--- config.mk ---
export PLATFORM = sky130hd
export DESIGN_NAME = branch_predict_ctrl
export DESIGN_NICKNAME = d
export VERILOG_FILES = /design/src/rtl/bp_pkg.sv /design/src/rtl/bp_sat_cnt.sv /design/src/rtl/branch_predict_ctrl.sv
export SDC_FILE = /design/constraint.sdc
export NUM_CORES = 1
export LEC_CHECK = 0
export CAP_MARGIN = 0
export CORE_ASPECT_RATIO = 2
export CORE_MARGIN = 8
export CORE_UTILIZATION = 50
export DETAILED_ROUTE_END_ITERATION = 10
export PLACE_DENSITY = 0.79
export SKIP_CTS_REPAIR_TIMING = 1
export SLEW_MARGIN = 40
export SYNTH_ARGS = -nofsm -noshare
export SYNTH_HDL_FRONTEND = slang
export SYNTH_SLANG_ARGS = --single-unit
--- constraint.sdc ---
create_clock -name clk_i -period 3.15 [get_ports clk_i]
set_clock_uncertainty 0.2 [all_clocks]
set_input_delay 0.4725 -clock clk_i [delete_from_list [all_inputs] [get_ports clk_i]]
set_output_delay 0.4725 -clock clk_i [all_outputs]
set_load 0.05 [all_outputs]
--- src/rtl/bp_pkg.sv ---
// Shared definitions for the branch predictor: 2-bit counter encodings,
// the reset encoding, and the counter next-state function.
// No ports; imported by branch_predict_ctrl.
package bp_pkg;

    typedef enum logic [1:0] {
        BP_SNT = 2'b00,
        BP_WNT = 2'b01,
        BP_WT  = 2'b10,
        BP_ST  = 2'b11
    } bp_cnt_e;

    localparam bp_cnt_e BP_RST = BP_WNT;

    // Saturating step of a 2-bit counter towards the resolved outcome.
    function automatic bp_cnt_e bp_cnt_next(input bp_cnt_e cur, input logic taken);
        bp_cnt_e nxt;
        nxt = cur;
        case (cur)
            BP_SNT:  nxt = taken ? BP_WNT : BP_SNT;
            BP_WNT:  nxt = taken ? BP_WT  : BP_SNT;
            BP_WT:   nxt = taken ? BP_ST  : BP_WNT;
            BP_ST:   nxt = taken ? BP_ST  : BP_WT;
            default: nxt = BP_RST;
        endcase
        return nxt;
    endfunction

endpackage

--- src/rtl/bp_sat_cnt.sv ---
// Saturating up-counter: counts enabled cycles and sticks at all-ones.
// Ports:
//   clk_i  - clock
//   rst_i  - synchronous active-low reset (clears to 0)
//   en_i   - count this cycle
//   cnt_o  - current count
module bp_sat_cnt #(
    parameter int W = 32
) (
    input  logic         clk_i,
    input  logic         rst_i,
    input  logic         en_i,
    output logic [W-1:0] cnt_o
);

    always_ff @(posedge clk_i) begin
        if (!rst_i)
            cnt_o <= '0;
        else if (en_i && (cnt_o != '1))
            cnt_o <= cnt_o + 1'b1;
    end

endmodule

--- src/rtl/branch_predict_ctrl.sv ---
// Dynamic branch predictor: table of 2-bit saturating counters indexed by
// PC (optionally XORed with global history, gshare), trained from EX.
// Ports:
//   clk_i, rst_i           - clock, synchronous active-low reset
//   static_i               - force not-taken prediction (table still trains)
//   lkp_pc_i               - PC in ID
//   predict_o, lkp_idx_o   - combinational prediction and table index
//   upd_valid_i/idx/taken/pred - resolved branch from EX
//   br_cnt_o, miss_cnt_o   - branch / mispredict statistics (saturating)
//   ghr_o                  - global history (0 when HIST_W=0)
module branch_predict_ctrl
    import bp_pkg::*;
#(
    parameter int IDX_W  = 4,
    parameter int HIST_W = 0,
    parameter int STAT_W = 32,
    localparam int GW    = (HIST_W > 0) ? HIST_W : 1
) (
    input  logic              clk_i,
    input  logic              rst_i,
    input  logic              static_i,
    input  logic [31:0]       lkp_pc_i,
    output logic              predict_o,
    output logic [IDX_W-1:0]  lkp_idx_o,
    input  logic              upd_valid_i,
    input  logic [IDX_W-1:0]  upd_idx_i,
    input  logic              upd_taken_i,
    input  logic              upd_pred_i,
    output logic [STAT_W-1:0] br_cnt_o,
    output logic [STAT_W-1:0] miss_cnt_o,
    output logic [GW-1:0]     ghr_o
);

    localparam int ENTRIES = 2 ** IDX_W;

    // Register array so reset can restore every entry in one cycle.
    bp_cnt_e          tbl [ENTRIES];
    logic [GW-1:0]    ghr;
    logic [1:0]       lkp_cnt;

    // Instruction-aligned PC bits select the entry; low bits and high bits unused.
    logic unused_pc;
    assign unused_pc = ^{lkp_pc_i[31:IDX_W+2], lkp_pc_i[1:0]};

    // ghr is constant 0 for plain PC indexing, so the XOR is a no-op there.
    assign lkp_idx_o = lkp_pc_i[IDX_W+1:2] ^ IDX_W'(ghr);
    assign lkp_cnt   = tbl[lkp_idx_o];
    // Read is pre-update: no bypass from a same-cycle write.
    assign predict_o = ~static_i & lkp_cnt[1];
    assign ghr_o     = ghr;

    always_ff @(posedge clk_i) begin
        if (!rst_i) begin
            for (int i = 0; i < ENTRIES; i++)
                tbl[i] <= BP_RST;
        end else if (upd_valid_i) begin
            tbl[upd_idx_i] <= bp_cnt_next(tbl[upd_idx_i], upd_taken_i);
        end
    end

    // History shifts only on resolution (non-speculative).
    generate
        if (HIST_W == 0) begin : g_no_hist
            assign ghr = '0;
        end else if (HIST_W == 1) begin : g_hist1
            always_ff @(posedge clk_i) begin
                if (!rst_i)
                    ghr <= '0;
                else if (upd_valid_i)
                    ghr <= upd_taken_i;
            end
        end else begin : g_histn
            always_ff @(posedge clk_i) begin
                if (!rst_i)
                    ghr <= '0;
                else if (upd_valid_i)
                    ghr <= {ghr[GW-2:0], upd_taken_i};
            end
        end
    endgenerate

    bp_sat_cnt #(.W(STAT_W)) u_br_cnt (
        .clk_i (clk_i),
        .rst_i (rst_i),
        .en_i  (upd_valid_i),
        .cnt_o (br_cnt_o)
    );

    bp_sat_cnt #(.W(STAT_W)) u_miss_cnt (
        .clk_i (clk_i),
        .rst_i (rst_i),
        .en_i  (upd_valid_i & (upd_taken_i ^ upd_pred_i)),
        .cnt_o (miss_cnt_o)
    );

endmodule

==> results.cfg <==
[cts]
cts_max_path_buffers = 2
numClockSinks = 96
cts_tree = done
cts_inserted_buffers = 9
clk-insertion-delay-late_ns = 0.34
htree_levels = 3
root_buffer = clkbuf_16
clkTransAtPathRegs_ns = 0.06

[yosys]
yosysMostFrequentCell = nand2_1
synthXorXnorAreaFrac_pct = 2.25
synth_top_cell_by_area = dfxtp_1
synth_fp_nets = 594
synth-compound-area-share_pct = 12.8
yosysSeqAreaShare_pct = 44.3
synth.mux.area_fraction_pct = 6.78
syn-mean-instance-area_um2 = 9.20
synth_area_um2 = 5060
ys_top_cells_by_area = dfxtp_1 25%, edfxtp_1 19%, mux4_2 5.8%
synth.top_cell.area_share_pct = 25.3
synth_fa_ha_area_share_pct = 0.890
ys_ff_latch = 96
synth_cell_types = 51
synth-edff-count = 32
yosys_warnings = 0
synth-simple-area-share_pct = 28.6
ys.flop_type = dfxtp_1
synthTopCellsByCount = 70 x nand2_1, 64 x dfxtp_1, 44 x nand3_1
synth_top_family_by_area = simple AND/OR/NAND/NOR gates
synthArstFlopShare_pct = 0
syn_inst = 550

[sta]
final_max_slew_viol_count = 0
rsz0062_at_grt = no
maxSlewHeadroom_pct = 63.2
finalHoldViolCount = 0
final.setup.tns_ns = 0
tightest_slew_ns = 0.548
fin_crit_sh_pct = 96.3
max_freq_ghz = 0.330
period_needed_ns = 3.03
report.final.setup_viol = 0

[global_route]
grt_pass1_vias = 4632
grt_overflow = 0
grt_start_max_net_pins = 34
grt_antenna_before_repair = 0
groute.usage.overall_pct = 19.9
grt_pass1_wl_um = 21700

[power]
p_sw_share_pct = 24.0
finalPower_w = 0.00265
irDropWorstVdd_uv = 438
seqPwrFrac_pct = 49.2
p_switching_w = 0.000637
pwr-share-clk_pct = 41.7
p_per_area_nw_per_um2 = 413
p_leak_nw = 2.00
p_int_w = 0.00202
combPwrFrac_pct = 9.1

[setup_path]
r2r-start = u_miss_cnt.cnt_o[0]
path_class = primary input to output pin
rr_endpoint = u_miss_cnt.cnt_o[28]
critPathMaxFanout = 3
critPathRequiredTime_ns = 2.48
endpoint_kind = output pin
crit_path_start_kind = primary input
arrival_ns = 2.36
reg2reg_depth = 6
regToRegSetupSlack_ns = 0.43
cp-startpoint = lkp_pc_i[2]

[die]
die-area_um2 = 13800
core.rowCount = 52
die_w_um = 87.1
floorplan.initialDensity_pct = 50.5
die_h_um = 158
ios = 112
coreArea_um2 = 10000

[final_layout]
nets = 679
antenna_cells = 0
area_growth_pct = 27.0
seqCellArea_um2 = 2240
multiInputGateArea_um2 = 2610
nFillCells = 860
final_layout_size_suffix_gt1_share_pct = 10.2

[place]
place.gp.congestion = 0.850
portBuffers = 82
place_hpwl_um = 10000

[drt]
via_count = 4670
wire_per_inst_um = 17.2
ant_nets = 0
drtIter0Drc = 360
drc = 0
via_per_inst = 6.03
wl_um = 13400
firstDrtPassIters = 5

[hold_path]
hold_end = u_miss_cnt.cnt_o[18]
whs_path_depth = 2
hold_class = flip-flop to flip-flop
hold_start = u_miss_cnt.cnt_o[18]

[outcome]
outcome = finished clean

[job]
drv_cap = 0
[power groups by stage]
stage / Combinational (W) / Clock, W / Sequential, W
after CTS: 0.000243 / 0.00113 / 0.00131
after floorplan: 0.000133 / 0 / 0.00134
final: 0.000242 / 0.00111 / 0.00131
after global routing: 0.000260 / 0.00118 / 0.00131
after global placement: 0.000237 / 0 / 0.00133
after detailed placement: 0.000242 / 0 / 0.00133
[cell usage in the layout, fill, tap and decap left out, drive strengths merged, types with 11 or more instances in the layout]
cell type	n
buf	28
or3	19
inv	13
mux4	13
or4	26
a21oi	42
nand4	18
xnor2	12
o21ai	17
nand2	70
edfxtp	32
nor2	38
nor4	11
dfxtp	64
o31ai	25
nand3	44
clkdlybuf4s50	81
[layer usage]
layer	track usage, %	vias to the layer above	share of wire (%)
met4	8.76	0	2.5
li1	-	2240	-
met5	0	-	0
met3	4.16	24	5.5
met2	37.6	171	55
met1	19.8	2235	37
[stage by stage]
stage | hold slack [ns] | area [um2] | instances | setup slack [ns] | utilization [%]
4_1_cts | 0.298 | 6420 | 775 | 0.102 | 64.1
6_report | 0.300 | 6420 | 775 | 0.118 | 64.1
2_1_floorplan | 0.422 | 5060 | 550 | 0.378 | -
5_1_grt | 0.321 | 6420 | 775 | 0.0466 | 64.1
3_5_place_dp | 0.290 | 6120 | 759 | 0.112 | 61.1
3_3_place_gp | 0.276 | 6120 | 759 | 0.105 | 61.1
[state kept, by name, indices dropped and copies added (netlist names)]
register	flops
u_miss_cnt.cnt_o	32
u_br_cnt.cnt_o	32
tbl	32
[critical path, cell delays in order]
cell and delay [ns]:
clkdlybuf4s50_1 0.48, buf_4 0.13, mux4_2 0.48, mux4_2 0.46
nor2b_1 0.14, buf_4 0.18
[how the worst max path moves through the flow]
stage,endpoint,slack (ns),cells past startpoint
after floorplan,u_miss_cnt.cnt_o[30],0.38,7
after global placement,predict_o,0.11,6
after detailed placement,predict_o,0.11,6
after CTS,predict_o,0.10,6
after global routing,predict_o,0.05,6
final,predict_o,0.12,6
[final cells by class]
cell class,count,area share [%]
clock buffer,9,3.51
clock inverter,7,1.25
inverter,11,0.643
multi-input combinational,408,40.6
sequential,96,34.9
tap,135,2.63
timing repair buffer,109,16.5
[cell families after synthesis]
group | after synthesis
flops | 96
fa+ha+maj | 4
other cells | 1
buf+inv | 46
compound gates | 103
simple gates | 269
mux | 18
xor+xnor | 13
Note: power is estimated with default switching activity, not from simulation.
